File: src/rtl/vbsme_pkg.sv
// Shared definitions for the VBSME SAD thread path: FSM states, SADsignal
// command encodings and the default pixel geometry.
package vbsme_pkg;

  typedef enum logic [1:0] {
    IDLE   = 2'd0,
    ACCUM  = 2'd1,
    RESULT = 2'd2,
    LOAD   = 2'd3
  } state_e;

  localparam logic SAD_CALC = 1'b1;
  localparam logic SAD_LOAD = 1'b0;

  localparam int DEF_PIX_W        = 8;
  localparam int DEF_LANES        = 4;
  localparam int DEF_BLOCK_PIXELS = 16;
  localparam int DEF_IDX_W        = 10;

endpackage

File: src/rtl/sad_lane_sum.sv
// Combinational per-beat SAD: absolute difference on every lane, summed.
// Operands are unsigned, so the sum of LANES diffs fits PIX_W+clog2(LANES).
module sad_lane_sum #(
  parameter int PIX_W = 8,
  parameter int LANES = 4,
  parameter int SUM_W = PIX_W + $clog2(LANES)
) (
  input  logic [LANES*PIX_W-1:0] cur_pix_i,
  input  logic [LANES*PIX_W-1:0] ref_pix_i,
  output logic [SUM_W-1:0]       sum_o
);

  logic [PIX_W-1:0] diff [LANES];

  always_comb begin
    sum_o = '0;
    for (int l = 0; l < LANES; l++) begin
      if (cur_pix_i[l*PIX_W +: PIX_W] >= ref_pix_i[l*PIX_W +: PIX_W]) begin
        diff[l] = cur_pix_i[l*PIX_W +: PIX_W] - ref_pix_i[l*PIX_W +: PIX_W];
      end else begin
        diff[l] = ref_pix_i[l*PIX_W +: PIX_W] - cur_pix_i[l*PIX_W +: PIX_W];
      end
      sum_o = sum_o + SUM_W'(diff[l]);
    end
  end

endmodule

File: src/rtl/sad_thread_engine.sv
// SAD thread execution engine: streams candidate blocks, returns each block SAD,
// tracks the running minimum and hands it back (then clears) on loadSAD.
module sad_thread_engine
  import vbsme_pkg::*;
#(
  parameter int PIX_W        = DEF_PIX_W,
  parameter int LANES        = DEF_LANES,
  parameter int BLOCK_PIXELS = DEF_BLOCK_PIXELS,
  parameter int IDX_W        = DEF_IDX_W,
  parameter int SAD_W        = PIX_W + $clog2(BLOCK_PIXELS)
) (
  input  logic                   Clk,
  input  logic                   Rst,
  input  logic                   cmd_valid,
  input  logic                   SADsignal,
  output logic                   cmd_ready,
  input  logic                   pix_valid,
  input  logic [LANES*PIX_W-1:0] cur_pix,
  input  logic [LANES*PIX_W-1:0] ref_pix,
  output logic                   pix_ready,
  output logic                   sad_valid,
  output logic [SAD_W-1:0]       sad_out,
  output logic [IDX_W-1:0]       sad_idx,
  input  logic                   sad_ready,
  output logic                   busy,
  output state_e                 dbg_state_o
);

  // All three interfaces use valid/ready: a transfer happens on the rising edge
  // where both are high; ready depends only on the current state (never on
  // valid), and a presented result holds sad_out/sad_idx until it transfers.

  localparam int BEATS  = BLOCK_PIXELS / LANES;
  localparam int BEAT_W = (BEATS > 1) ? $clog2(BEATS) : 1;
  localparam int LSUM_W = PIX_W + $clog2(LANES);

  state_e             state_q, state_d;
  logic [SAD_W-1:0]   acc_q, acc_d;
  logic [BEAT_W-1:0]  beat_cnt_q, beat_cnt_d;
  logic [IDX_W-1:0]   cand_cnt_q, cand_cnt_d;
  logic [SAD_W-1:0]   min_sad_q, min_sad_d;
  logic [IDX_W-1:0]   min_idx_q, min_idx_d;
  logic [SAD_W-1:0]   sad_out_q, sad_out_d;
  logic [IDX_W-1:0]   sad_idx_q, sad_idx_d;

  logic [LSUM_W-1:0]  lane_sum;
  logic [SAD_W-1:0]   acc_sum;
  logic               last_beat;

  sad_lane_sum #(
    .PIX_W (PIX_W),
    .LANES (LANES),
    .SUM_W (LSUM_W)
  ) u_lane_sum (
    .cur_pix_i (cur_pix),
    .ref_pix_i (ref_pix),
    .sum_o     (lane_sum)
  );

  assign acc_sum   = acc_q + SAD_W'(lane_sum);
  assign last_beat = (beat_cnt_q == BEAT_W'(BEATS - 1));

  always_ff @(posedge Clk or negedge Rst) begin
    if (!Rst) begin
      state_q    <= IDLE;
      acc_q      <= '0;
      beat_cnt_q <= '0;
      cand_cnt_q <= '0;
      min_sad_q  <= '1;
      min_idx_q  <= '0;
      sad_out_q  <= '0;
      sad_idx_q  <= '0;
    end else begin
      state_q    <= state_d;
      acc_q      <= acc_d;
      beat_cnt_q <= beat_cnt_d;
      cand_cnt_q <= cand_cnt_d;
      min_sad_q  <= min_sad_d;
      min_idx_q  <= min_idx_d;
      sad_out_q  <= sad_out_d;
      sad_idx_q  <= sad_idx_d;
    end
  end

  always_comb begin
    state_d    = state_q;
    acc_d      = acc_q;
    beat_cnt_d = beat_cnt_q;
    cand_cnt_d = cand_cnt_q;
    min_sad_d  = min_sad_q;
    min_idx_d  = min_idx_q;
    sad_out_d  = sad_out_q;
    sad_idx_d  = sad_idx_q;

    case (state_q)
      IDLE: begin
        if (cmd_valid) begin
          if (SADsignal == SAD_CALC) begin
            state_d    = ACCUM;
            acc_d      = '0;
            beat_cnt_d = '0;
          end else begin
            state_d   = LOAD;
            sad_out_d = min_sad_q;
            sad_idx_d = min_idx_q;
          end
        end
      end
      ACCUM: begin
        if (pix_valid) begin
          acc_d      = acc_sum;
          beat_cnt_d = beat_cnt_q + 1'b1;
          if (last_beat) begin
            // Result and minimum are captured together so the candidate index
            // presented is the pre-increment count.
            state_d    = RESULT;
            sad_out_d  = acc_sum;
            sad_idx_d  = cand_cnt_q;
            cand_cnt_d = cand_cnt_q + 1'b1;
            if (acc_sum < min_sad_q) begin
              min_sad_d = acc_sum;
              min_idx_d = cand_cnt_q;
            end
          end
        end
      end
      RESULT: begin
        if (sad_ready) state_d = IDLE;
      end
      LOAD: begin
        if (sad_ready) begin
          state_d    = IDLE;
          min_sad_d  = '1;
          min_idx_d  = '0;
          cand_cnt_d = '0;
        end
      end
      default: state_d = IDLE;
    endcase
  end

  assign cmd_ready   = (state_q == IDLE);
  assign pix_ready   = (state_q == ACCUM);
  assign sad_valid   = (state_q == RESULT) || (state_q == LOAD);
  assign busy        = (state_q != IDLE);
  assign sad_out     = sad_out_q;
  assign sad_idx     = sad_idx_q;
  assign dbg_state_o = state_q;

endmodule

File: config.mk
export PLATFORM = sky130hd
export DESIGN_NAME = sad_thread_engine
export DESIGN_NICKNAME = d
export VERILOG_FILES = /design/src/rtl/vbsme_pkg.sv /design/src/rtl/sad_lane_sum.sv /design/src/rtl/sad_thread_engine.sv
export SDC_FILE = /design/constraint.sdc
export NUM_CORES = 1
export LEC_CHECK = 0
export ABC_AREA = 1
export BUFFER_PORTS_ARGS = -buffer_cell sky130_fd_sc_hd__buf_2
export CELL_PAD_IN_SITES_DETAIL_PLACEMENT = 0
export CELL_PAD_IN_SITES_GLOBAL_PLACEMENT = 1
export CORE_ASPECT_RATIO = 0.75
export CORE_MARGIN = 8
export CORE_UTILIZATION = 46
export CTS_CLUSTER_DIAMETER = 200
export DETAILED_ROUTE_END_ITERATION = 7
export GPL_TIMING_DRIVEN = 0
export HOLD_SLACK_MARGIN = 0.12
export PLACE_DENSITY = 0.85
export SKIP_CTS_REPAIR_TIMING = 1
export SLEW_MARGIN = 20
export SYNTH_ARGS = -nofsm -noshare
export SYNTH_HDL_FRONTEND = slang
export SYNTH_SLANG_ARGS = --single-unit
export TNS_END_PERCENT = 20
File: constraint.sdc
create_clock -name Clk -period 4.3 [get_ports Clk]
set_input_delay 0.43 -clock Clk [delete_from_list [all_inputs] [get_ports Clk]]
set_output_delay 0.43 -clock Clk [all_outputs]
set_load 0.005 [all_outputs]
==> results.yml, run 1 <==
status:
  outcome: "complete, but fails checks"
  violations: "negative setup slack"
logic_synthesis:
  syn_nets: 1373
  async_flop_share_pct: 100
  ys_seq_elements: 70
  yosysWarnings: 0
  synth.largest_area_cell: "dfrtp_1"
  synth_cells: 1185
  netlist_top_cells_area: "dfrtp_1, ha_1, nand2_1"
  ys_seq_area_share_pct: 22.0
  yosysMostFrequentCell: "nand2_1"
  netlist.area_leader.share_pct: 18.1
  syn_avg_cell_area_um2: 6.78
  synth_enable_flop_cells: 0
  synth_flop_cell: "dfrtp_1"
  yosys-top-cells-count: "nand2_1, inv_1, ha_1, a21oi_1, nor2_1"
  synth_cell_types: 42
  netlist_area_mm2: 0.00803
timing:
  tns_ns: -49.61
  relSlewSlack_pct: 56.2
  setup_viol: 40
  fin_crit_ns: 6.10
  fmax_ghz: 0.164
  finalHoldViolCount: 0
  worst_pin_slew_ns: 0.657
  post-route-period-util_pct: 142
  rsz0062_at_grt: "true"
  slew_viol_final: 0
  skew_ns: 0.00511
  worst_slack_ns: -1.80
  hold_ws_ns: 0.367
floorplanning:
  initial_core_util_pct: 46.2
  ioPinCount: 98
  rows: 42
  die_y_um: 130
  coreArea_mm2: 0.0174
  die_area_mm2: 0.0220
  die_w_um: 169
critical_path:
  crit_required_ns: 4.53
  cpMaxStageDelayCell: "fa_1"
  max_stage_delay_ns: 0.55
  crit_buf_inv: 10
  timing_worst_setup_path_type: "in2reg"
  arrival_ns: 6.32
  critPathLaunchType: "input port"
  cp_max_fo: 5
  path_delay_family: "adder cells"
  worstSetupEndpointType: "flop"
  cp_common_cell: "nand2_1"
finish:
  drive_gt1_share_pct: 25.5
  nets: 1504
  final_core_util_pct: 58.6
  area_delta_synth_final_pct: 26.8
  final_area_mm2: 0.0102
  antenna_cells: 0
global_route:
  first_global_vias: 7222
  gr-total-overflow: 0
  antenna_found_initial: 0
  grt_max_degree: 39
  grt_pass1_wl_um: 34800
  track_usage_pct: 19.2
clocking:
  clock_latency_ns: 0.34
  cts_root_buf: "clkbuf_16"
  clk_pin_slew_worst_paths_ns: 0.06
  h-tree-depth: 3
  cts_made_buffers: 9
  cts_tree: "done"
  clockBufferDepth: 2
  cts.sinks: 70
drt:
  drt-pass1-iter-count: 5
  drt-initial-drc-count: 480
  wirelength_um: 21500
  drcViolationCount: 0
  routedWlPerCell_um: 13.7
  wl_met1_um: 11900
  ant_nets: 0
  met2WireLength_um: 8430
  vias: 7734
  viasPerCell: 4.95
  wl_met3_um: 1100
  top_layer: "met4"
worst_hold_path:
  hp-class: "in2reg"
place:
  place_area_mm2: 0.00911
  io_buffers: 97
  post-dp-hpwl_um: 17100
  gp_congestion: 0.867
run:
  drv_cap: 0
-- cell type report --
| type | count | area (µm²) |
|---|---|---|
| clock inverter | 4 | 53.8 |
| buffer | 26 | 184 |
| tap | 242 | 303 |
| sequential | 70 | 1770 |
| multi-input combinational | 864 | 6040 |
| inverter | 225 | 867 |
| timing repair buffer | 120 | 709 |
| clock buffer | 12 | 267 |
| fill | 1686 | 7210 |
-- sequential cells by signal (all words and copies together), names as in the netlist --
name	flops
acc_q	12
min_sad_q	12
sad_out	12
cand_cnt_q	10
min_idx_q	10
sad_idx	10
beat_cnt_q	2
dbg_state_o	2
-- stage by stage --
| stage | setup slack [ns] | instances |
|---|---|---|
| 3_5_place_dp | -2.35 | 1525 |
| 5_1_grt | -2.17 | 1563 |
| 6_report | -1.80 | 1563 |
| 2_1_floorplan | -1.47 | 1185 |
| 4_1_cts | -2.00 | 1541 |
| 3_3_place_gp | -2.34 | 1524 |
-- placed cells by master, fill, tap and decap left out, types with 14 or more instances in the layout --
cell / count
nand2_1: 280
inv_1: 200
buf_2: 100
ha_1: 73
a21oi_1: 71
nor2_1: 67
dfrtp_1: 58
nand3_1: 45
xor2_1: 42
o21ai_0: 38
nand2_2: 34
buf_4: 27
a21oi_2: 25
ha_4: 23
o21ai_1: 21
inv_2: 20
nand4_1: 15
fa_1: 15
a31oi_1: 14
-- worst min-delay path, stage by stage --
cell     delay, ns
buf_2         0.07
inv_1         0.05
nand2_2       0.06
nand2_1       0.04
-- cell families (layout without fill, tap and decap cells) --
kind of cell | Yosys count | count (layout) | synth area share (%)
AND/OR/NAND/NOR | 485 | 487 | 25.2
XOR/XNOR | 55 | 55 | 6.00
AO/OA/AOI/OAI | 204 | 204 | 14.0
flip-flops | 70 | 70 | 22.0
adder cells (fa/ha/maj) | 118 | 118 | 20.2
buffers and inverters | 253 | 387 | 12.6
-- metal layers --
layer / up-vias / GRT usage [%]
li1: 4035 / -
met1: 3543 / 30.5
met2: 149 / 26.5
met3: 7 / 3.84
met4: 0 / 2.15
met5: - / 0
-- final timing paths --
| kind | start | endpoint | slack, ns | cells after the start |
|---|---|---|---|---|
| max in group asynchronous | Rst | min_sad_q[2]$_DFFE_PN1P_ | 3.10 | 3 |
| min in group asynchronous | Rst | sad_out[11]$_DFFE_PN0P_ | 0.58 | 2 |
| setup / recovery | cur_pix[8] | min_idx_q[6]$_DFFE_PN0P_ | -1.80 | 46 |
| hold / removal | sad_ready | dbg_state_o[1]$_DFFE_PN0P_ | 0.37 | 4 |
| setup reg to reg | acc_q[0]$_DFFE_PN0P_ | min_idx_q[6]$_DFFE_PN0P_ | 0.95 | 21 |
| hold reg to reg | min_sad_q[4]$_DFFE_PN1P_ | min_sad_q[4]$_DFFE_PN1P_ | 0.46 | 2 |
Power of run 1 is left out: the tool's default activity adds up to more than one toggle a clock period on the data nets, which glitch-free logic cannot reach.
==> run 2: changes to the inputs <==
--- a/config.mk
+++ b/config.mk
@@ -17,6 +17,7 @@
 export GPL_TIMING_DRIVEN = 0
 export HOLD_SLACK_MARGIN = 0.12
 export PLACE_DENSITY = 0.85
+export RECOVER_POWER = 25
 export SKIP_CTS_REPAIR_TIMING = 1
 export SLEW_MARGIN = 20
 export SYNTH_ARGS = -nofsm -noshare
==> results.yml, run 2 (same netlist as run 1, synthesis figures left out) <==
timing:
  relSlewSlack_pct: -21.5
  tns_ns: -49.61
  worst_pin_slew_ns: 1.82
  rsz0062_at_grt: "true"
  finalHoldViolCount: 0
  setup_viol: 40
  post-route-period-util_pct: 142
  slew_viol_final: 33
  fin_crit_ns: 6.10
  worst_slack_ns: -1.80
  fmax_ghz: 0.164
  skew_ns: 0.00511
floorplanning:
  initial_core_util_pct: 46.2
  die_w_um: 169
  die_area_mm2: 0.0220
  coreArea_mm2: 0.0174
  die_y_um: 130
  ioPinCount: 98
  rows: 42
clocking:
  cts.sinks: 70
  cts_root_buf: "clkbuf_16"
  h-tree-depth: 3
  clk_pin_slew_worst_paths_ns: 0.06
  clock_latency_ns: 0.34
  cts_made_buffers: 9
  clockBufferDepth: 2
  cts_tree: "done"
finish:
  nets: 1504
  antenna_cells: 0
  area_delta_synth_final_pct: 26.8
  final_common_cell: "nand2_1"
  layout_common_cells: "nand2_1, inv_1, buf_2"
  drive_gt1_share_pct: 25.4
drt:
  drt-initial-drc-count: 480
  vias: 7734
  wirelength_um: 21500
  routedWlPerCell_um: 13.7
  viasPerCell: 4.95
  drcViolationCount: 0
  ant_nets: 0
  drt-pass1-iter-count: 5
place:
  gp_congestion: 0.867
  place_ws_ns: -2.35
  io_buffers: 97
  post-dp-hpwl_um: 17100
critical_path:
  r2r-start: "acc_q[0]$_DFFE_PN0P_"
  timing_worst_setup_path_type: "in2reg"
  arrival_ns: 6.32
  max_stage_delay_ns: 0.55
  cp-startpoint: "cur_pix[8]"
  cpMaxStageDelayCell: "fa_1"
  cp_common_cell: "nand2_1"
  crit_required_ns: 4.53
  cp_max_fo: 5
  worstSetupEndpointType: "flop"
  critPathLaunchType: "input port"
worst_hold_path:
  min_from: "sad_ready"
  hp-class: "in2reg"
global_route:
  track_usage_pct: 19.2
  antenna_found_initial: 0
  grt_pass1_wl_um: 34800
  first_global_vias: 7222
  gr-total-overflow: 0
  grt_max_degree: 39
status:
  violations: "max-capacitance violations, max-slew violations, negative setup slack"
  outcome: "complete, but fails checks"
run:
  drv_cap: 1
==> run 2: cell count changes in the layout (fill, tap and decap cells not counted), sizes merged <==
cell	before	now
buf	137	136
clkbuf	20	21
==> run 2: final cells by class <==
type	instances	area, µm²
Buffer	26	184
Clock buffer	12	267
Clock inverter	4	53.8
Fill cell	1686	7210
Inverter	225	867
Multi-Input combinational cell	864	6040
Sequential cell	70	1770
Tap cell	242	303
Timing Repair Buffer	120	706
==> run 2: path summary, 6_finish.rpt <==
path                                               to  slack [ns]  depth (start not counted)
setup / recovery             min_idx_q[6]$_DFFE_PN0P_       -1.80                         46
hold / removal             dbg_state_o[1]$_DFFE_PN0P_        0.37                          4
setup reg to reg             min_idx_q[6]$_DFFE_PN0P_        0.95                         21
hold reg to reg              min_sad_q[4]$_DFFE_PN1P_        0.46                          2
max in group asynchronous   cand_cnt_q[1]$_DFFE_PN0P_        2.11                          2
min in group asynchronous     sad_out[11]$_DFFE_PN0P_        1.12                          2
==> run 2: per-layer routing <==
layer	share of wire [%]	track usage, %	vias to the layer above
met3	5.1	3.84	7
met2	39	26.5	149
li1	-	-	4035
met4	0.32	2.15	0
met5	0	0	-
met1	55	30.5	3543
==> run 2: stage by stage <==
step	instances	util, %	hold slack [ns]	area, µm²
after floorplan	1185	-	0.134	8300
after CTS	1541	54.2	0.0433	9430
after detailed placement	1525	52.4	0.399	9110
after global routing	1563	58.5	0.415	10200
after global placement	1524	52.3	0.456	9090
final	1563	58.5	0.367	10200
==> run 2: critical path: cells and delay by family <==
family | cells | cell delay (ns)
AO/OA/AOI/OAI | 8 | 1.02
XOR/XNOR | 2 | 0.44
adder cells (fa/ha/maj) | 7 | 2.12
buffers and inverters | 10 | 0.73
AND/OR/NAND/NOR | 19 | 1.59
Power of run 2 is left out for the same reason.
==> run 3: changes to the inputs <==
--- a/config.mk
+++ b/config.mk
@@ -6,21 +6,20 @@
 export NUM_CORES = 1
 export LEC_CHECK = 0
 export ABC_AREA = 1
-export BUFFER_PORTS_ARGS = -buffer_cell sky130_fd_sc_hd__buf_2
 export CELL_PAD_IN_SITES_DETAIL_PLACEMENT = 0
 export CELL_PAD_IN_SITES_GLOBAL_PLACEMENT = 1
 export CORE_ASPECT_RATIO = 0.75
 export CORE_MARGIN = 8
-export CORE_UTILIZATION = 46
+export CORE_UTILIZATION = 45
 export CTS_CLUSTER_DIAMETER = 200
 export DETAILED_ROUTE_END_ITERATION = 7
+export DONT_BUFFER_PORTS = 1
 export GPL_TIMING_DRIVEN = 0
 export HOLD_SLACK_MARGIN = 0.12
-export PLACE_DENSITY = 0.85
+export PLACE_DENSITY = 0.77
 export RECOVER_POWER = 25
 export SKIP_CTS_REPAIR_TIMING = 1
 export SLEW_MARGIN = 20
 export SYNTH_ARGS = -nofsm -noshare
 export SYNTH_HDL_FRONTEND = slang
 export SYNTH_SLANG_ARGS = --single-unit
-export TNS_END_PERCENT = 20
==> results.yml, run 3 (same netlist as run 1, synthesis figures left out) <==
status:
  outcome: "complete, but fails checks"
  violations: "max-capacitance violations, max-slew violations, negative setup slack"
global_route:
  antenna_found_initial: 0
  grt_pass1_wl_um: 35300
  track_usage_pct: 19.0
  gr-total-overflow: 0
  first_global_vias: 6909
  grt_max_degree: 71
drt:
  wirelength_um: 22100
  vias: 7426
  routedWlPerCell_um: 15.0
  viasPerCell: 5.05
  drcViolationCount: 0
  drt-initial-drc-count: 421
  drt-pass1-iter-count: 5
  ant_nets: 0
critical_path:
  timing_worst_setup_path_type: "in2reg"
  cpMaxStageDelayCell: "fa_1"
  worstSetupEndpointType: "flop"
  cp_max_fo: 8
  critPathLaunchType: "input port"
  cp_common_cell: "nand2_2"
  arrival_ns: 6.52
  crit_required_ns: 4.53
  max_stage_delay_ns: 0.55
timing:
  worst_slack_ns: -1.99
  fin_crit_ns: 6.29
  relSlewSlack_pct: -18.9
  worst_pin_slew_ns: 1.78
  fmax_ghz: 0.159
  setup_viol: 37
  finalHoldViolCount: 0
  slew_viol_final: 71
  rsz0062_at_grt: "true"
  skew_ns: 0.00994
  post-route-period-util_pct: 146
clocking:
  clk_pin_slew_worst_paths_ns: 0.06
  cts_root_buf: "clkbuf_16"
  cts.sinks: 70
  clock_latency_ns: 0.33
  cts_tree: "done"
  cts_made_buffers: 9
  clockBufferDepth: 2
  h-tree-depth: 3
finish:
  instances_no_fill: 1471
  nets: 1412
  layout_common_cells: "nand2_1, inv_1, ha_1"
  drive_gt1_share_pct: 24.3
  area_delta_synth_final_pct: 24.3
  multiInputGateArea_mm2: 0.00626
  fillers: 1768
  antenna_cells: 0
  final_common_cell: "nand2_1"
  register_area_mm2: 0.00177
floorplanning:
  ioPinCount: 98
  coreArea_mm2: 0.0176
  initial_core_util_pct: 45.8
  rows: 42
  die_y_um: 132
  die_w_um: 170
  die_area_mm2: 0.0224
place:
  io_buffers: 0
  post-dp-hpwl_um: 17400
  dp_cells: 1427
  gp_congestion: 0.818
run:
  drv_cap: 1
worst_hold_path:
  hp-class: "in2reg"
==> run 3: path summary, 6_finish.rpt <==
kind | startpoint | slack (ns) | to | cells past startpoint
worst max register to register | acc_q[0]$_DFFE_PN0P_ | 0.87 | min_idx_q[3]$_DFFE_PN0P_ | 21
worst min register to register | min_sad_q[1]$_DFFE_PN1P_ | 0.47 | min_sad_q[1]$_DFFE_PN1P_ | 2
worst max-delay path | cur_pix[8] | -1.99 | min_idx_q[3]$_DFFE_PN0P_ | 41
worst min-delay path | sad_ready | 0.29 | dbg_state_o[1]$_DFFE_PN0P_ | 3
max in group asynchronous | Rst | 2.08 | sad_out[2]$_DFFE_PN0P_ | 2
min in group asynchronous | Rst | 1.13 | sad_out[10]$_DFFE_PN0P_ | 2
==> run 3: final cells by class <==
class | instances | share of cell area [%]
Inverter | 225 | 8.90
Timing Repair Buffer | 29 | 2.84
Multi-Input combinational cell | 863 | 62.7
Clock inverter | 6 | 0.614
Buffer | 26 | 1.84
Clock buffer | 10 | 2.39
Tap cell | 242 | 3.03
Sequential cell | 70 | 17.7
==> run 3: metal layers <==
metal,wire length (µm),vias to the layer above,track usage (%)
li1,-,3844,-
met1,11900,3423,31.0
met2,8630,151,24.5
met3,1480,8,4.67
met4,78,0,1.94
met5,0,-,0
==> run 3: metrics by stage <==
stage	utilization, %	setup WS [ns]	hold slack [ns]	setup TNS (ns)	cell area [µm²]
finish	56.9	-1.99	0.288	-51.85	9990
floorplan	-	-1.47	0.134	-37.65	8390
detailed placement	49.5	-2.33	0.137	-67.64	8690
CTS	51.2	-2.01	-0.219	-53.87	8990
global placement	49.5	-2.37	0.137	-68.17	8690
global route	56.9	-2.31	0.319	-63.76	9990
==> run 3: critical path, delay by kind of cell <==
| kind | cells | cell delay (ns) |
|---|---|---|
| adder cells (fa/ha/maj) | 7 | 2.33 |
| AND/OR/NAND/NOR | 16 | 1.50 |
| AO/OA/AOI/OAI | 9 | 1.24 |
| buffers and inverters | 7 | 0.59 |
| XOR/XNOR | 2 | 0.40 |
Power of run 3 is left out for the same reason.
